<file path="config.mk">
export PLATFORM = sky130hd
export DESIGN_NAME = instruction_fetch_sequencer
export DESIGN_NICKNAME = d
export VERILOG_FILES = /design/src/rtl/fetch_pkg.sv /design/src/rtl/fetch_beat_buffer.sv /design/src/rtl/instruction_fetch_sequencer.sv
export SDC_FILE = /design/constraint.sdc
export NUM_CORES = 1
export LEC_CHECK = 0
export CAP_MARGIN = 20
export CELL_PAD_IN_SITES_DETAIL_PLACEMENT = 2
export CELL_PAD_IN_SITES_GLOBAL_PLACEMENT = 2
export CORE_MARGIN = 10
export CORE_UTILIZATION = 26
export CTS_BUF_LIST = sky130_fd_sc_hd__clkbuf_4 sky130_fd_sc_hd__clkbuf_8
export DETAILED_ROUTE_END_ITERATION = 16
export MAX_ROUTING_LAYER = met4
export PLACE_DENSITY_LB_ADDON = 0.1
export SLEW_MARGIN = 5
export SYNTH_ARGS = -nofsm -noshare
export SYNTH_HDL_FRONTEND = slang
export SYNTH_HIERARCHICAL = 1
export SYNTH_SLANG_ARGS = --single-unit
</file>
<file path="constraint.sdc">
create_clock -name Clock -period 2.3 [get_ports Clock]
set_clock_uncertainty 0.2 [all_clocks]
set_input_delay 0.345 -clock Clock [delete_from_list [all_inputs] [get_ports Clock]]
set_output_delay 0.345 -clock Clock [all_outputs]
set_load 0.005 [all_outputs]
</file>
<file path="src/rtl/fetch_pkg.sv">
// Shared definitions for the instruction fetch sequencer: FSM encoding and
// the legal range for the number of beats per instruction.
package fetch_pkg;

  typedef enum logic [1:0] {
    IDLE  = 2'b00,
    FETCH = 2'b01,
    DONE  = 2'b10
  } fetchState_t;

  localparam int INSTR_BYTES_MIN = 1;
  localparam int INSTR_BYTES_MAX = 4;

  function automatic bit instrBytesLegal(input int n);
    return (n >= INSTR_BYTES_MIN) && (n <= INSTR_BYTES_MAX);
  endfunction

endpackage

</file>
<file path="src/rtl/fetch_beat_buffer.sv">
// Shadow buffer and beat counter: gathers memory beats least-significant first
// and commits the finished word to the instruction register in one edge.
module fetch_beat_buffer
  import fetch_pkg::*;
#(
  parameter int DATA_WIDTH  = 8,
  parameter int INSTR_BYTES = 2,
  parameter int CNT_W       = 1
) (
  input  logic                              Clock,
  input  logic                              Reset,
  input  logic                              capture,
  input  logic                              clear,
  input  logic                              last,
  input  logic [DATA_WIDTH-1:0]             memOut,
  output logic [CNT_W-1:0]                  beatCount,
  output logic [INSTR_BYTES*DATA_WIDTH-1:0] irOut
);

  localparam int WORD_W = INSTR_BYTES * DATA_WIDTH;

  logic [WORD_W-1:0] shadowReg;
  logic [WORD_W-1:0] irReg;
  logic [WORD_W-1:0] commitWord;
  logic [CNT_W-1:0]  countReg;

  // The slot addressed by the counter takes live memory data so the final beat
  // reaches the instruction register on the same edge it is read.
  genvar gi;
  generate
    for (gi = 0; gi < INSTR_BYTES; gi++) begin : gSlot
      assign commitWord[DATA_WIDTH*gi +: DATA_WIDTH] =
        (countReg == CNT_W'(gi)) ? memOut : shadowReg[DATA_WIDTH*gi +: DATA_WIDTH];
    end
  endgenerate

  always_ff @(posedge Clock or negedge Reset) begin
    if (!Reset) begin
      shadowReg <= '0;
      countReg  <= '0;
      irReg     <= '0;
    end else if (clear) begin
      shadowReg <= '0;
      countReg  <= '0;
    end else if (capture) begin
      shadowReg <= commitWord;
      if (last) begin
        irReg    <= commitWord;
        countReg <= '0;
      end else begin
        countReg <= countReg + CNT_W'(1);
      end
    end
  end

  assign beatCount = countReg;
  assign irOut     = irReg;

endmodule

</file>
<file path="src/rtl/instruction_fetch_sequencer.sv">
// Multi-beat instruction fetch: owns the PC, drives the byte-wide read port and
// sequences IDLE -> FETCH -> DONE with stall, flush and PC reload.
module instruction_fetch_sequencer
  import fetch_pkg::*;
#(
  parameter int DATA_WIDTH  = 8,
  parameter int INSTR_BYTES = 2,
  parameter int ADDR_WIDTH  = 16,
  parameter int RESET_PC    = 0
) (
  input  logic                              Clock,
  input  logic                              Reset,
  input  logic                              Start,
  input  logic                              Stall,
  input  logic                              Flush,
  input  logic                              PC_Load,
  input  logic [ADDR_WIDTH-1:0]             PC_In,
  input  logic [DATA_WIDTH-1:0]             MemOut,
  output logic [ADDR_WIDTH-1:0]             Address,
  output logic                              Mem_CS,
  output logic                              Mem_WR,
  output logic [ADDR_WIDTH-1:0]             PC,
  output logic [INSTR_BYTES*DATA_WIDTH-1:0] IROut,
  output logic                              Busy,
  output logic                              Done
);

  localparam int CNT_W = (INSTR_BYTES > 1) ? $clog2(INSTR_BYTES) : 1;

  generate
    if (!instrBytesLegal(INSTR_BYTES)) begin : gIllegalInstrBytes
      $error("instruction_fetch_sequencer: INSTR_BYTES must be 1..4");
    end
  endgenerate

  fetchState_t           state;
  logic [ADDR_WIDTH-1:0] pcReg;
  logic [CNT_W-1:0]      beatCount;
  logic                  busyReg;
  logic                  doneReg;
  logic                  inFetch;
  logic                  beatCapture;
  logic                  bufClear;
  logic                  lastBeat;

  assign inFetch     = (state == FETCH);
  assign beatCapture = inFetch && !Stall && !Flush;
  assign bufClear    = Flush || (state == IDLE);
  assign lastBeat    = (beatCount == CNT_W'(INSTR_BYTES - 1));

  always_ff @(posedge Clock or negedge Reset) begin
    if (!Reset) begin
      state   <= IDLE;
      busyReg <= 1'b0;
      doneReg <= 1'b0;
    end else if (Flush) begin
      state   <= IDLE;
      busyReg <= 1'b0;
      doneReg <= 1'b0;
    end else begin
      case (state)
        IDLE: begin
          doneReg <= 1'b0;
          if (Start) begin
            state   <= FETCH;
            busyReg <= 1'b1;
          end
        end
        FETCH: begin
          if (!Stall && lastBeat) begin
            state   <= DONE;
            doneReg <= 1'b1;
          end
        end
        DONE: begin
          state   <= IDLE;
          busyReg <= 1'b0;
          doneReg <= 1'b0;
        end
        default: begin
          state   <= IDLE;
          busyReg <= 1'b0;
          doneReg <= 1'b0;
        end
      endcase
    end
  end

  // A reload wins over the increment, but a fetch in flight only yields to it under flush.
  always_ff @(posedge Clock or negedge Reset) begin
    if (!Reset) begin
      pcReg <= ADDR_WIDTH'(RESET_PC);
    end else if (PC_Load && (Flush || !inFetch)) begin
      pcReg <= PC_In;
    end else if (beatCapture) begin
      pcReg <= pcReg + ADDR_WIDTH'(1);
    end
  end

  fetch_beat_buffer #(
    .DATA_WIDTH (DATA_WIDTH),
    .INSTR_BYTES(INSTR_BYTES),
    .CNT_W      (CNT_W)
  ) beatBuffer (
    .Clock    (Clock),
    .Reset    (Reset),
    .capture  (beatCapture),
    .clear    (bufClear),
    .last     (lastBeat),
    .memOut   (MemOut),
    .beatCount(beatCount),
    .irOut    (IROut)
  );

  assign Address = pcReg;
  assign PC      = pcReg;
  assign Mem_CS  = !inFetch;
  assign Mem_WR  = 1'b0;
  assign Busy    = busyReg;
  assign Done    = doneReg;

endmodule
</file>
==> run metrics, run 1 <==
final slew viol count 0; largest net degree at the start of global routing 54; dpl cells a little under 500; Sum Neg Setup Slack 0 ps; fin nets 391; max_cap viols 0; drt pass-1 iters 3; final worst slack a little under 60 ps; Synth Instances 283; asr flop ratio synth between 90% and 100%; Setup crit end kind register; Clock Sink Count 53; Initial Util between 20% and 30%; initial antenna violation count 0; Pwr Total between 2 and 2.5 mW; number of synthesized flops with an enable pin 0; post-synthesis cell area 0.00270 mm^2; GR Overflow Total 0; clk buf depth 2; CTS clk-pin slew, worst paths 100 ps; ys flop type dfrtp_1; Synth area leader dfrtp_1; # IOs 82; final worst path period share between 90% and 100%; die width 122 um; Worst path slowest cell or3b_2; CTS buffer count 5; RSZ-0062 raised after global routing false; root buffer cell clkbuf_8; GRT Resource Usage Total between 10% and 20%; Antenna Nets Post-Route 0; critical path class in -> reg; startpoint class of the critical path primary input; synth warn 6; share of cells above drive strength 1 between 10 and 15%; fmax approximately 0.45 GHz; DR vias between 2000 and 2500; post-CTS setup buffers 0; commonest non-fill, non-tap cell in the layout clkdlybuf4s50_1; final WL between 8 and 9 mm; placed wire-length estimate approximately 6.5 mm; Antenna Cells 0; Synth top area share roughly half; area grow syn2layout 40.9%; Syn Area/Cell roughly 9.5 um^2; status finished clean; Die Height around 120 um; clock insertion delay at the later pin of the skew report approximately 300 ps; RD Place Congestion approximately 0.7; vias in the first global route 2633; first-pass GRT wire length between 10 and 15 mm; WP data required between 2000 and 2500 ps; sequential fraction of the synthesis area between 40% and 50%; Design Area, Final between 0.003 and 0.004 mm^2; CP Max Fanout 5; Wirelength per Cell about 17 um; # H-tree levels 2; Final Non-Filler Cells slightly below 500; flops & latches, synth 53; Worst Path Arrival around 2300 ps; die area roughly 0.015 mm^2; Hold Path Class reg -> reg; Worst Setup Slack post-DPL -398 ps; vias per cell around 4.7; CP Cell Sequence clkdlybuf4s50_1 > buf_4 > or3b_2 > and2_1 > or4_1 > nand3_1; Final min period 2240 ps; Synth area leaders dfrtp_1 (49%), nand2_1 (7.8%), mux2i_1 (5.9%); 1st-iter DRT viols 81; hold_ws a little under 300 ps; most frequent cells in the layout clkdlybuf4s50_1 (79), nand2_1 (56), dfrtp_1 (53), a21oi_1 (17), buf_4 (17); PortBufs 80; CP max stage delay roughly 500 ps; Worst VDD drop approximately 0.3 mV; Distinct cells, synth 46; final hold violation count 0; cell leakage power between 1 and 1.5 nW; # setup viols final 0; CTS tree built; synthesized net count between 300 and 400; core area around 0.010 mm^2; Pwr per Cell Area approximately 560 mW/mm^2; Cell Rows 37; fin util around 37%; Placed Instance Area around 0.0037 mm^2; drt drc 0
## power by group
part | leakage [nW] | internal (mW) | total (mW) | switching, mW
logic | 0.733 | 0.241 | 0.402 | 0.161
registers | 0.702 | 0.971 | 1.03 | 0.0599
clock network | 0.0619 | 0.368 | 0.682 | 0.314
total | 1.50 | 1.58 | 2.11 | 0.536
## layer usage
layer / wire [um] / global-route usage, % / vias up
met5: 0 / - / -
li1: - / - / 1112
met2: 4340 / 20.7 / 54
met1: 3680 / 14.1 / 1167
met4: 50 / 2.01 / 0
met3: 421 / 2.45 / 5
## timing repair
| item | 4_1_cts | 5_1_grt |
|---|---|---|
| endpoints found under the setup margin | 2 | 2 |
| hold endpoints to repair | 53 | 0 |
| pin swaps | 3 | 0 |
| resized for setup | 1 | 1 |
| hold buffers | 1 | 0 |
## cell usage after synthesis, drive strengths merged (2+ instances only)
library cell,n
nor3,8
nand4,5
o21ai,26
xor2,5
nand2b,2
mux2i,16
inv,3
dfrtp,53
or4,2
nand2,57
a31oi,4
xnor2,3
clkbuf,3
nor2,6
nand3,15
buf,30
and3,2
nor2b,3
or3,3
a21oi,18
and4,3
## state kept, by name, indices dropped and copies added, names as in the netlist
name,count
beatBuffer/shadowReg,16
Done,1
state,2
beatBuffer/irOut,16
beatBuffer/beatCount,1
Address,16
Busy,1
## kinds of logic after synthesis
logic type                 Yosys count  synth area share (%)
AOI/OAI and AO/OA                   56                  11.7
xor gates and xnor gates             8                  2.60
adders and majority gates            1                 0.464
buffers and inverters               36                  8.91
DFF                                 53                  49.2
muxes                               16                  5.94
other                                1                 0.139
and+or+nand+nor                    112                  21.0
## cell type report
type | instances | area [um^2]
clock inverter | 1 | 30.0
fill | 1132 | 6430
sequential | 53 | 1330
timing repair buffer | 103 | 1030
inverter | 3 | 11.3
multi-input combinational | 194 | 1140
tap | 136 | 170
clock buffer | 7 | 90.1
## worst max-delay path: cells and delay by family
kind                   cells  cell delay (ps)
buffers and inverters      2              580
and+or+nand+nor            4             1350
## path summary, 6_finish.rpt
path | from | to | slack, ps | cells after the start
min in group asynchronous | Reset | Address[15]$_DFFE_PN0P_ | 370 | 3
hold / removal | beatBuffer/irOut[2]$_DFFE_PN0P_ | beatBuffer/irOut[2]$_DFFE_PN0P_ | 300 | 2
hold reg to reg | beatBuffer/irOut[2]$_DFFE_PN0P_ | beatBuffer/irOut[2]$_DFFE_PN0P_ | 300 | 2
max in group asynchronous | Reset | beatBuffer/irOut[6]$_DFFE_PN0P_ | 1280 | 3
setup reg to reg | state[1]$_DFFE_PN0P_ | Address[12]$_DFFE_PN0P_ | 170 | 5
setup / recovery | Flush | Address[12]$_DFFE_PN0P_ | 60 | 6
(Power assumes the default switching activity.)
==> run 2: changes to the inputs <==
--- a/config.mk
+++ b/config.mk
@@ -14,7 +14,7 @@
 export DETAILED_ROUTE_END_ITERATION = 16
 export MAX_ROUTING_LAYER = met4
 export PLACE_DENSITY_LB_ADDON = 0.1
-export SLEW_MARGIN = 5
+export SLEW_MARGIN = 20
 export SYNTH_ARGS = -nofsm -noshare
 export SYNTH_HDL_FRONTEND = slang
 export SYNTH_HIERARCHICAL = 1
==> results of run 2 <==
No change in the layout: final DEF, timing and power equal those of run 1.
